==> src/rtl/bist_scan_controller.sv <==
// BIST scan controller: LFSR patterns shifted into the CUT chains, responses compacted in a MISR, golden compare.
// Latency: bistdone rises NUM_PATTERNS*(CHAIN_LEN+1)+CHAIN_LEN+1 cycles after start; no flow control, bistmode low aborts a run.
// Optional feature macro BIST_SIG_OUT_EN adds the misr_sig output (live signature).
module bist_scan_controller #(
    parameter int                NUM_CHAINS   = 1,
    parameter int                CHAIN_LEN    = 16,
    parameter int                NUM_PATTERNS = 4,
    parameter int                LFSR_W       = 16,
    parameter logic [LFSR_W-1:0] LFSR_TAPS    = 16'hB400,
    parameter int                MISR_W       = 16,
    parameter logic [MISR_W-1:0] MISR_POLY    = 16'h1021,
    parameter logic [LFSR_W-1:0] LFSR_SEED    = LFSR_W'(1),
    parameter logic [MISR_W-1:0] MISR_SEED    = '0,
    parameter logic [MISR_W-1:0] GOLDEN_SIG   = '0
) (
    input  logic                  clk,
    input  logic                  rst,
    input  logic                  bistmode,
    input  logic [NUM_CHAINS-1:0] cut_sdo,
    output logic                  cut_scanmode,
    output logic [NUM_CHAINS-1:0] cut_sdi,
    output logic                  busy,
    output logic                  bistdone,
`ifdef BIST_SIG_OUT_EN
    output logic                  bistpass,
    output logic [MISR_W-1:0]     misr_sig
`else
    output logic                  bistpass
`endif
);

    localparam int SC_W = $clog2(CHAIN_LEN + 1);
    localparam int PC_W = $clog2(NUM_PATTERNS + 1);
    localparam logic [SC_W-1:0] SC_LAST = SC_W'(CHAIN_LEN - 1);
    localparam logic [PC_W-1:0] PC_LAST = PC_W'(NUM_PATTERNS - 1);
    // An all-zero seed would lock the LFSR up.
    localparam logic [LFSR_W-1:0] SEED_EFF = (LFSR_SEED == '0) ? LFSR_W'(1) : LFSR_SEED;

    if (NUM_CHAINS > LFSR_W || NUM_CHAINS > MISR_W) begin : g_bad_cfg
        $error("bist_scan_controller: NUM_CHAINS must not exceed LFSR_W or MISR_W");
    end

    typedef enum logic [2:0] {
        S_IDLE, S_SHIFT, S_CAPTURE, S_UNLOAD, S_COMPARE, S_DONE
    } state_t;

    state_t            state;
    logic              bm_q;
    logic [LFSR_W-1:0] lfsr;
    logic [MISR_W-1:0] misr;
    logic [SC_W-1:0]   shift_cnt;
    logic [PC_W-1:0]   pat_cnt;
    logic              running;
    logic [LFSR_W-1:0] lfsr_next;
    logic [MISR_W-1:0] misr_next;

    assign running   = (state != S_IDLE) && (state != S_DONE);
    assign lfsr_next = {lfsr[LFSR_W-2:0], ^(lfsr & LFSR_TAPS)};
    assign misr_next = {misr[MISR_W-2:0], 1'b0} ^ (misr[MISR_W-1] ? MISR_POLY : '0) ^ MISR_W'(cut_sdo);

    always_ff @(posedge clk or negedge rst) begin
        if (!rst) begin
            state        <= S_IDLE;
            bm_q         <= 1'b1;
            lfsr         <= SEED_EFF;
            misr         <= MISR_SEED;
            shift_cnt    <= '0;
            pat_cnt      <= '0;
            cut_scanmode <= 1'b0;
            cut_sdi      <= '0;
            busy         <= 1'b0;
            bistdone     <= 1'b0;
            bistpass     <= 1'b0;
        end else begin
            bm_q <= bistmode;
            if (running && !bistmode) begin
                state        <= S_IDLE;
                lfsr         <= SEED_EFF;
                misr         <= MISR_SEED;
                shift_cnt    <= '0;
                pat_cnt      <= '0;
                cut_scanmode <= 1'b0;
                cut_sdi      <= '0;
                busy         <= 1'b0;
                bistdone     <= 1'b0;
                bistpass     <= 1'b0;
            end else begin
                case (state)
                    S_IDLE: begin
                        if (bistmode && !bm_q) begin
                            state        <= S_SHIFT;
                            lfsr         <= SEED_EFF;
                            misr         <= MISR_SEED;
                            shift_cnt    <= '0;
                            pat_cnt      <= '0;
                            cut_scanmode <= 1'b1;
                            cut_sdi      <= SEED_EFF[NUM_CHAINS-1:0];
                            busy         <= 1'b1;
                        end
                    end
                    S_SHIFT: begin
                        // Chain content during pattern 0 is power-up garbage, not a response.
                        if (pat_cnt != '0)
                            misr <= misr_next;
                        lfsr <= lfsr_next;
                        if (shift_cnt == SC_LAST) begin
                            shift_cnt    <= '0;
                            state        <= S_CAPTURE;
                            cut_scanmode <= 1'b0;
                            cut_sdi      <= '0;
                        end else begin
                            shift_cnt <= shift_cnt + SC_W'(1);
                            cut_sdi   <= lfsr_next[NUM_CHAINS-1:0];
                        end
                    end
                    S_CAPTURE: begin
                        pat_cnt      <= pat_cnt + PC_W'(1);
                        cut_scanmode <= 1'b1;
                        if (pat_cnt < PC_LAST) begin
                            state   <= S_SHIFT;
                            cut_sdi <= lfsr[NUM_CHAINS-1:0];
                        end else begin
                            state   <= S_UNLOAD;
                            cut_sdi <= '0;
                        end
                    end
                    S_UNLOAD: begin
                        misr <= misr_next;
                        if (shift_cnt == SC_LAST) begin
                            shift_cnt    <= '0;
                            state        <= S_COMPARE;
                            cut_scanmode <= 1'b0;
                        end else begin
                            shift_cnt <= shift_cnt + SC_W'(1);
                        end
                    end
                    S_COMPARE: begin
                        bistpass <= (misr == GOLDEN_SIG);
                        bistdone <= 1'b1;
                        busy     <= 1'b0;
                        state    <= S_DONE;
                    end
                    S_DONE: begin
                        if (!bistmode) begin
                            state    <= S_IDLE;
                            bistdone <= 1'b0;
                            bistpass <= 1'b0;
                        end
                    end
                    default: state <= S_IDLE;
                endcase
            end
        end
    end

`ifdef BIST_SIG_OUT_EN
    // The MISR only moves in SHIFT/UNLOAD, so it is naturally frozen from COMPARE on.
    assign misr_sig = misr;
`endif

endmodule

==> config.mk <==
export PLATFORM = sky130hd
export DESIGN_NAME = bist_scan_controller
export DESIGN_NICKNAME = d
export VERILOG_FILES = /design/src/rtl/bist_scan_controller.sv
export SDC_FILE = /design/constraint.sdc
export NUM_CORES = 1
export LEC_CHECK = 0
export CORE_ASPECT_RATIO = 0.5
export CORE_UTILIZATION = 36
export CTS_CLUSTER_SIZE = 14
export DETAILED_ROUTE_END_ITERATION = 12
export MAX_ROUTING_LAYER = met4
export PLACE_DENSITY = 0.52
export SETUP_SLACK_MARGIN = 0.15
export SLEW_MARGIN = 5
export SYNTH_ARGS = -nofsm -noshare
export SYNTH_HDL_FRONTEND = slang
export SYNTH_SLANG_ARGS = --single-unit
==> constraint.sdc <==
create_clock -name clk -period 1.9 [get_ports clk]
set_clock_uncertainty 0.15 [all_clocks]
set_input_delay 0.57 -clock clk [delete_from_list [all_inputs] [get_ports clk]]
set_output_delay 0.57 -clock clk [all_outputs]
set_load 0.01 [all_outputs]
==> metrics.txt, run 1 <==
antenna violations before repair=0; GP Congestion=0.843; Vias=1,765; slowest CP cell=dfrtp_1; Finished Core Util=48.4%; Data required, critical path=1.92 ns; flops & latches, synth=49; Worst slew margin=75.0%; die footprint=7060 um2; # DRC=0; Clock Latency Late Sink=0.29 ns; fin crit period=1.78 ns; syn nets=233; Leakage=1.39 nW; Clock transition at path regs=0.06 ns; Pwr per Cell Area=751 nW/um2; share of the synthesized area in the top cell type=48.7%; DP HPWL=3370 um; wire per inst=13.8 um; TritonCTS clock tree=yes; final setup vio count=0; Initial Util=38.5%; Sink Count=49; largest net degree at the start of global routing=41; H-tree depth=2; Max Root-Sink Buffers=2; Tcrit/Tclk final=93.8%; Post-synth EDFFs=0; syn_area_per_cell=10.7 um2; RSZ-0062 raised after global routing=yes; Placed Area=2770 um2; Routed WL=4850 um; Finished Cell Area=3040 um2; die width=118 um; FFs w/ async S/R, synth=100%; FMAX=561 MHz; nets=270; outcome=finished clean; CP arrival=1.81 ns; 1st-pass router iterations=4; Slew Limit Fails=0; Worst setup EP type=register; DR vias/cell=5.01; CTS root buffer=clkbuf_16; Setup CP Type=register to register; synth warn=0; cell taking the most area after synthesis=dfrtp_1; sequential-to-total area share from yosys stat=50.9%; Yosys cell types=49; I/O pin count=9; worst min path class=register to register; max-cap violations=0; worst slew pin tran=0.366 ns; fill cell count=594; Antenna Violating Nets Remaining=0; # diodes=0; Pwr Total=2.28 mW; vias in the first global route=1,795; Layout area overhead=25.8%; crit path max fanout=5; Hold Vio Cnt, Final=0; Tot GR Track Use=16.4%; Chip Height=59.9 um; Synth area leaders=dfrtp_1 49%, a22o_1 6.2%, mux2i_1 5.8%; Worst Hold Slack=0.350 ns; area of the mapped netlist=2420 um2; row cnt=20; Cells after Synth=226; GRT overflow=0; first-pass GRT wire length=8620 um; Buffers on Ports=8; DRT iter0 DRCs=69; maximum VDD drop=493 uV; Worst path max stage delay=0.40 ns; core area=6280 um2; ys flop type=dfrtp_1; crit path cell chain=inv_2 > ha_4 > nor4b_4 > o22ai_4 > buf_6 > buf_12 > mux2_4; Worst setup SP type=register; share of layout cells above drive strength 1=24.6%; total CTS buffers=5
-- cell usage after synthesis, types with 4 or more instances --
| cell | instances |
|---|---|
| mux2_4 | 4 |
| nand3_1 | 4 |
| buf_2 | 6 |
| nor3_1 | 4 |
| nor2_1 | 11 |
| inv_1 | 19 |
| dfrtp_1 | 47 |
| nor2b_1 | 5 |
| a22o_1 | 17 |
| mux2i_1 | 14 |
| o21ai_1 | 11 |
| xnor2_1 | 7 |
| nor4_1 | 4 |
| clkbuf_1 | 4 |
| nand2_1 | 23 |
| a21oi_1 | 7 |
-- cell type report --
cell class              instances  area, um2  area share, %
clock buffers                   6        129           4.24
clock inverters                 2       10.0          0.329
inverters                      20       75.1           2.47
multi-input cells             144       1060           35.0
flip-flops and latches         49       1230           40.5
well taps                      88        110           3.62
repair buffers                 43        423           13.9
-- registers in the layout (all words and copies together), names as in the netlist --
name and cells:
shift_cnt 5, busy 1, misr 16, state 3, bistpass 1, cut_sdi 1
lfsr 16, bistdone 1, bm_q 1, pat_cnt 3, cut_scanmode 1
-- worst max-delay path, delay by kind of cell, from the launching register on --
kind | cells | cell delay [ns]
AOI/OAI and AO/OA | 1 | 0.12
adders and majority gates | 1 | 0.14
buffers and inverters | 3 | 0.33
DFF | 1 | 0.40
muxes | 1 | 0.29
and+or+nand+nor | 1 | 0.24
-- layout by cell type, fill, tap and decap left out, drive strengths merged, types with 6 or more instances in the layout --
master,count
dfrtp,47
buf,36
nand2,23
inv,20
a22o,17
mux2i,14
o21ai,12
nor2,11
xnor2,7
a21oi,7
clkbuf,6
-- worst paths after layout --
kind / start / to / slack [ns] / depth (start not counted)
min in group asynchronous: rst / misr[9]$_DFFE_PN0P_ / 0.53 / 2
max in group asynchronous: rst / lfsr[0]$_DFFE_PN1P_ / 0.52 / 3
setup / recovery: pat_cnt[1]$_DFFE_PN0P_ / misr[8]$_DFFE_PN0P_ / 0.12 / 7
setup reg to reg: pat_cnt[1]$_DFFE_PN0P_ / misr[8]$_DFFE_PN0P_ / 0.12 / 7
hold reg to reg: lfsr[4]$_DFFE_PN0P_ / lfsr[5]$_DFFE_PN0P_ / 0.35 / 1
hold / removal: lfsr[4]$_DFFE_PN0P_ / lfsr[5]$_DFFE_PN0P_ / 0.35 / 1
-- through the flow --
step                TNS [ns]  worst slack, ns  cells
floorplan                  0           0.0392    226
global placement      -22.10           -0.592    336
detailed placement    -23.48           -0.627    336
CTS                        0           0.0915    351
global route               0           0.0518    352
finish                     0            0.118    352
-- repair_timing --
| item | in CTS | in global routing |
|---|---|---|
| pin swaps | 2 | 2 |
| gates resized for setup | 23 | 7 |
| buffers inserted | 5 | 1 |
| hold buffers | 1 | 0 |
| endpoints found under the hold margin | 9 | 0 |
| setup endpoints to repair | 48 | 37 |
| cloned | 1 | 0 |
-- routing by layer --
layer	wire (um)	vias to the layer above	GRT usage, %
met5	0	-	-
met4	47	0	4.21
met3	119	5	4.58
met2	2170	13	26.1
met1	2510	884	21.0
li1	-	863	-
-- where the power goes --
group / internal (mW) / leakage (nW) / total, mW / switching (mW)
combinational: 0.165 / 0.658 / 0.317 / 0.153
sequential: 1.09 / 0.664 / 1.12 / 0.0313
clock: 0.484 / 0.0706 / 0.849 / 0.365
total: 1.73 / 1.39 / 2.28 / 0.549
-- logic make-up after synthesis --
group	synth area share, %
buf+inv	6.58
fa+ha+maj	1.55
xor+xnor	2.54
mux	8.75
compound gates	16.0
simple gates	13.8
flops	50.9
(Power assumes the default switching activity.)
==> inputs of run 2 (changes only) <==
--- a/config.mk
+++ b/config.mk
@@ -5,7 +5,8 @@
 export SDC_FILE = /design/constraint.sdc
 export NUM_CORES = 1
 export LEC_CHECK = 0
-export CORE_ASPECT_RATIO = 0.5
+export ABC_AREA = 0
+export CORE_ASPECT_RATIO = 0.6
 export CORE_UTILIZATION = 36
 export CTS_CLUSTER_SIZE = 14
 export DETAILED_ROUTE_END_ITERATION = 12
==> metrics.txt, run 2 (synthesized netlist as in run 1, its figures left out) <==
Buffers on Ports=8; reg2reg end=misr[8]$_DFFE_PN0P_; DRT iter0 DRCs=66; crit path max fanout=11; Chip Height=65.5 um; final setup vio count=0; fill cell count=613; crit path cell chain=nand2b_4 > o31a_1 > o22ai_4 > buf_12 > mux2_4; Critical R2R Launch=state[2]$_DFFE_PN0P_; Slew Limit Fails=0; Setup CP Type=register to register; maximum VDD drop=303 uV; Initial Util=38.3%; 1st-pass router iterations=4; fin crit period=1.74 ns; I/O pin count=9; CP arrival=1.78 ns; crit path from=state[2]$_DFFE_PN0P_; # diodes=0; total CTS buffers=5; Worst setup SP type=register; # DRC=0; vias in the first global route=1,643; largest net degree at the start of global routing=22; Antenna Violating Nets Remaining=0; commonest non-fill, non-tap cell in the layout=dfrtp_1; Vias=1,710; GRT overflow=0; Clock transition at path regs=0.10 ns; CTS root buffer=clkbuf_8; TritonCTS clock tree=yes; slowest CP cell=dfrtp_1; row cnt=22; Clock Latency Late Sink=0.30 ns; Worst setup EP type=register; H-tree depth=2; max-cap violations=0; RSZ-0062 raised after global routing=yes; Sink Count=49; outcome=finished clean; worst slew pin tran=0.393 ns; DR vias/cell=4.96; WP buf/inv=1; Post-CTS Hold Fix Bufs=0; FMAX=574 MHz; R2R depth=5; GP Congestion=0.769; Worst slew margin=73.6%; Leakage=1.33 nW; wire per inst=14.3 um; Max Root-Sink Buffers=2; Tot GR Track Use=16.5%; Tcrit/Tclk final=91.7%; core area=6300 um2; first-pass GRT wire length=8490 um; Worst Hold Slack=0.00151 ns; Hold Vio Cnt, Final=0; Routed WL=4940 um; die footprint=7050 um2; Data required, critical path=1.94 ns; nets=267; Pwr per Cell Area=698 nW/um2; worst min path class=input port to async pin; Finished Core Util=46.4%; die width=108 um; share of layout cells above drive strength 1=24.5%; Layout area overhead=21.0%; biggest regs=lfsr x16, misr x16, shift_cnt x5; Worst path max stage delay=0.41 ns; CP top delay family=compound AO/OA/AOI/OAI gates; antenna violations before repair=0; DP HPWL=3540 um; most frequent cells in the layout=47 x dfrtp_1, 27 x buf_4, 23 x nand2_1; r2r setup slk=0.16 ns
[run 2: changes by cell type in the layout (fill, tap and decap cells not counted), moves of 2 or more]
cell and change:
inv_1 +2, buf_6 -8, inv_2 -2, clkinvlp_4 +3
clkbuf_16 -5, clkinv_2 -2, buf_4 +5, clkdlybuf4s15_1 +2
dlygate4sd2_1 -2, clkbuf_8 +5
[run 2: report_power, final]
part / switching (mW) / internal [mW]
logic: 0.153 / 0.155
clock network: 0.357 / 0.259
registers: 0.0326 / 1.09
total: 0.543 / 1.50
[run 2: layer usage]
metal  GRT usage, %  routed length (um)  vias up
met5              -                   0        -
met4           4.28                  44        0
met3           4.07                 140        5
met2           19.9                1790       16
met1           26.1                2970      832
li1               -                   -      857
[run 2: metrics by stage]
| stage | std cells | power, mW | area [um2] | setup TNS (ns) | worst slack (ns) |
|---|---|---|---|---|---|
| after global placement | 333 | 1.44 | 2780 | -22.91 | -0.581 |
| after global routing | 345 | 2.16 | 2920 | 0 | 0.0887 |
| after detailed placement | 333 | 1.44 | 2780 | -24.60 | -0.638 |
| after floorplan | 226 | 1.30 | 2430 | 0 | 0.0392 |
| after CTS | 341 | 2.06 | 2870 | 0 | 0.158 |
| final | 345 | 2.04 | 2920 | 0 | 0.158 |
[run 2: final cells by class]
cell class	count	area [um2]	share of cell area, %
Inverter	20	75.1	2.57
Multi-Input combinational cell	144	1060	36.4
Sequential cell	49	1230	42.0
Clock buffer	5	68.8	2.35
Tap cell	84	105	3.59
Timing Repair Buffer	40	360	12.3
Clock inverter	3	22.5	0.770
[run 2: how the worst max path moves through the flow]
stage / to / cells past startpoint
3_3_place_gp: misr[5]$_DFFE_PN0P_ / 6
5_1_grt: misr[2]$_DFFE_PN0P_ / 6
2_1_floorplan: misr[0]$_DFFE_PN0P_ / 5
4_1_cts: busy / 1
3_5_place_dp: misr[5]$_DFFE_PN0P_ / 6
6_report: misr[8]$_DFFE_PN0P_ / 5
[run 2: repair_timing]
item / 4_1_cts / 5_1_grt
buffers inserted: 0 / 4
pin swaps: 0 / 2
resized for setup: 13 / 9
endpoints found under the setup margin: 48 / 31
cloned: 0 / 0
==> edit 1: new RTL, flow settings as in run 2 <==
Make the reset (`rst`) synchronous in one clocked block.
--- a/src/rtl/bist_scan_controller.sv
+++ b/src/rtl/bist_scan_controller.sv
@@ -59,5 +59,5 @@
     assign misr_next = {misr[MISR_W-2:0], 1'b0} ^ (misr[MISR_W-1] ? MISR_POLY : '0) ^ MISR_W'(cut_sdo);
 
-    always_ff @(posedge clk or negedge rst) begin
+    always_ff @(posedge clk) begin
         if (!rst) begin
             state        <= S_IDLE;
Check against the original RTL: differs if rst is asserted again (counterexample within 4 cycles, from zero or initial values and one cycle with rst low); with rst held inactive, the same outputs for 10 cycles.
==> edit 1 against run 2 <==
Routed wire length fell by 8.1%; area after synthesis fell by 12%; worst hold slack improved by 0.30 ns; cell area fell by 15%; sequential cell count did not move; largest cell class is now multi-input gates; utilization fell by 2.1 points; worst setup slack improved by 0.0045 ns; highest routed layer unchanged.
Power is not compared: it rests on default switching activity, and its combinational part moved more than twofold at a synthesized area within 25%.
==> edit 1: results <==
[outcome]
status = "completed"

[placed_design]
io_buffers = 8
gp_congestion = 0.693
dp_hpwl_microns = 3170

[logic_synthesis]
yosys_warnings = 0
synthTopCellsByCount = "49 x dfxtp_1, 29 x a21oi_1, 27 x nor2_1, 26 x nand2_1, 21 x nand3_1"
async_reset_ff_share_pct = 0
syn_nets = 256
synth_seq_area_share_pct = 46.2
ys_top_cells_by_area = "dfxtp_1 46%, a21oi_1 6.8%, a22oi_1 6.4%"
synth_cell_types = 40

[setup_path]
cp_max_fo = 8
reg2reg_to = "cut_sdi"
r2r_start = "state[0]"
rr_worst_depth = 6
startpoint = "rst"
r2r_setup_slack_ns = 0.29
arrival_ns = 1.78

[cts]
clk_path_buf_depth = 2
clkTransAtPathRegs_ns = 0.09
cts-htree-levels = 2
numCtsBuffers = 5
cts_root_buffer = "clkbuf_8"

[sta]
tightestPinTransition_ns = 0.350
whs_ns = 0.303

[global_routing]
grt_pass1_wl_microns = 7040
gr-usage-all-layers_pct = 15.5
grt_max_degree = 23
met3_usage_pct = 4.09
use_met1_pct = 24.7
use_met2_pct = 17.6
grt_pass1_vias = 1400

[route]
routed_wl_microns = 4540
dr.pass1.iters = 4
vias = 1715
met3WireLength_microns = 116
met2_wirelength_microns = 1690
wl_met1_microns = 2700
drt_iter0_markers = 78

[finish]
top_regs = "lfsr x16, misr x16, shift_cnt x5"
nets = 273
drive_gt1_share_pct = 14.6
fill_cells = 586

[worst_hold_path]
hold_class = "register to register"
min_to = "bistpass"
worstHoldStart = "bistpass"

[pwr]
switching_share_pct = 36.4
leakage_nw = 0.914
power_frac_clock_pct = 23.1
edit 1: cell count changes in the layout (fill, tap and decap cells not counted), moves of 4 or more:
cell,change
dfrtp_1,-47
dfxtp_1,+46
a21oi_1,+22
nand3_1,+18
a22o_1,-17
a22oi_1,+17
nor2_1,+16
inv_1,-13
mux2i_1,-13
buf_4,-8
o21ai_1,-8
mux2_4,-4
o21ai_0,+4
xnor2_1,-4
edit 1: cells by family after synthesis:
logic type,Yosys count,share of synthesized area [%]
buffers and inverters,24,5.71
xor gates and xnor gates,6,2.47
and+or+nand+nor,100,22.7
muxes,3,1.53
AOI/OAI and AO/OA,64,19.6
DFF,49,46.2
adders and majority gates,3,1.77
edit 1: cell type report:
type	count	area [sq um]	area share (%)
Timing Repair Buffer	29	246	9.90
Inverter	5	18.8	0.754
Tap cell	80	100	4.02
Clock buffer	6	82.6	3.32
Multi-Input combinational cell	176	1040	41.9
Sequential cell	49	985	39.6
Clock inverter	2	13.8	0.553
edit 1: worst max-delay path: stages:
cell             delay [ns]
clkdlybuf4s50_1        0.42
and2_1                 0.20
a41oi_4                0.24
buf_4                  0.21
nor2_1                 0.05
o211a_1                0.09
edit 1: metrics by stage:
stage | power (mW) | utilization (%) | cell area, sq um | setup slack, ns | cells
finish | 2.80 | 44.3 | 2490 | 0.162 | 347
CTS | 2.83 | 44.1 | 2480 | 0.154 | 347
global route | 2.97 | 44.3 | 2490 | 0.0936 | 347
detailed placement | 2.14 | 42.0 | 2360 | -0.296 | 338
floorplan | 1.84 | - | 2120 | 0.265 | 249
global placement | 2.15 | 42.0 | 2360 | -0.288 | 338
edit 1: what timing repair did:
action | in CTS | in global routing
resized for setup | 7 | 4
hold endpoints to repair | 0 | 0
setup endpoints to repair | 47 | 36
pin swaps | 1 | 0
buffers inserted | 1 | 0
==> edit 2: new RTL, config.mk and constraints of run 2 <==
Made on the original files. Change the parameter `CHAIN_LEN` from 16 to 32.
--- a/src/rtl/bist_scan_controller.sv
+++ b/src/rtl/bist_scan_controller.sv
@@ -4,5 +4,5 @@
 module bist_scan_controller #(
     parameter int                NUM_CHAINS   = 1,
-    parameter int                CHAIN_LEN    = 16,
+    parameter int                CHAIN_LEN    = 32,
     parameter int                NUM_PATTERNS = 4,
     parameter int                LFSR_W       = 16,
Formal check against the unedited RTL: same outputs for any inputs over 10 cycles, from zero or initial values and one cycle with rst low; that may be too few to reach the edited logic, so the function may still have changed.
==> edit 2 against run 2 <==
Utilization down 2.3 points; via count up 4.9%; routed wire length up 2.8%; worst setup slack better by 0.035 ns; fmax up 2.1%; cell area up 0.68%; cell count unchanged; area after synthesis up 3.3%; power up 17%; critical path depth down 4; sequential share of layout area up 0.73 points; sequential cell count up 1.
==> edit 2: results <==
[logic_synthesis]
synthTopCellsByCount = "48 x dfrtp_1, 23 x nand3_1, 22 x nand2_1, 21 x a22o_1, 20 x o21ai_1"
async_reset_ff_share_pct = 100
ys_top_cells_by_area = "dfrtp_1 48%, a22o_1 7.4%, nand3_1 4.6%"
syn_nets = 245
synth-main-ff-cell = "dfrtp_1"
synth_cell_types = 53
yosys_warnings = 0
synth_seq_area_share_pct = 50.2

[setup_path]
rr_worst_depth = 5
r2r_start = "bm_q"
reg2reg_to = "pat_cnt[1]"
cp_max_fo = 3
cp_top_family = "flip-flops"
r2r_setup_slack_ns = 0.24
slowest_delay_ns = 0.41

[worst_hold_path]
hold_class = "input pin to async pin"

[placed_design]
gp_congestion = 0.770
io_buffers = 8
dp_hpwl_microns = 3490

[cts]
cts_root_buffer = "clkbuf_16"
clkTransAtPathRegs_ns = 0.07
numCtsBuffers = 5
clk_path_buf_depth = 2
cts-htree-levels = 2
clkLatencyLatePin_ns = 0.29

[finish]
fill_cells = 654
nets = 264
drive_gt1_share_pct = 19.8
top_regs = "lfsr x16, misr x16, shift_cnt x6"

[pwr]
leakage_nw = 1.32
ir_drop_uv = 317

[route]
drt_iter0_markers = 93
vias = 1794
routed_wl_microns = 5080
dr.pass1.iters = 4

[sta]
tightestPinTransition_ns = 0.379
maxSlewViolCount = 0

[global_routing]
grt_pass1_wl_microns = 8140
gr-usage-all-layers_pct = 15.5
antenna_found_initial = 0
grt_max_degree = 33
grt_pass1_vias = 1583

[outcome]
status = "completed"
edit 2: through the flow:
stage | worst slack, ns | hold slack, ns | area [sq um] | std cells
floorplan | 0.160 | 0.124 | 2500 | 238
global placement | -0.364 | 0.334 | 2750 | 335
detailed placement | -0.393 | 0.332 | 2750 | 335
CTS | 0.167 | 0.0480 | 2910 | 343
global route | 0.150 | 0.0567 | 2940 | 345
finish | 0.193 | 0.0420 | 2940 | 345
edit 2: worst max-delay path by stage:
| stage | from | depth (start not counted) | end |
|---|---|---|---|
| 2_1_floorplan | bistmode | 7 | lfsr[10] |
| 3_3_place_gp | bistmode | 5 | pat_cnt[2] |
| 3_5_place_dp | bistmode | 5 | shift_cnt[4] |
| 4_1_cts | shift_cnt[0] | 5 | state[0] |
| 5_1_grt | bistpass | 1 | bistpass |
| 6_report | cut_scanmode | 1 | cut_scanmode |
edit 2: final cells by class:
type | instances | area share, %
sequential | 50 | 42.8
clock buffer | 6 | 4.38
clock inverter | 2 | 1.27
inverter | 9 | 1.15
tap | 87 | 3.70
multi-input combinational | 162 | 37.5
timing repair buffer | 29 | 9.22
edit 2: cells by family after synthesis:
family	count (synthesis)	synth area share, %
simple gates	77	16.8
compound gates	72	21.5
flops	50	50.2
buf+inv	26	6.37
xor+xnor	8	2.81
fa+ha+maj	3	1.50
mux	2	0.802
edit 2: metal layers:
metal | track usage [%] | part of all wire [%] | vias up | wire [microns]
li1 | - | - | 901 | -
met1 | 23.7 | 58 | 870 | 2950
met2 | 18.5 | 37 | 18 | 1900
met3 | 4.11 | 3.2 | 5 | 163
met4 | 6.33 | 1.2 | 0 | 63
met5 | - | 0 | - | 0
edit 2: what timing repair did:
| item | in CTS | in global routing |
|---|---|---|
| hold endpoints to repair | 0 | 0 |
| buffers inserted | 0 | 2 |
| pin swaps | 0 | 2 |
| setup endpoints to repair | 49 | 44 |
| gates cloned | 0 | 0 |
| resized for setup | 6 | 10 |
edit 2: where the power goes:
group	switching [mW]	total (mW)	leakage (nW)	internal (mW)
clock network	0.397	1.02	0.0771	0.622
registers	0.0315	1.13	0.675	1.09
logic	0.125	0.234	0.565	0.108
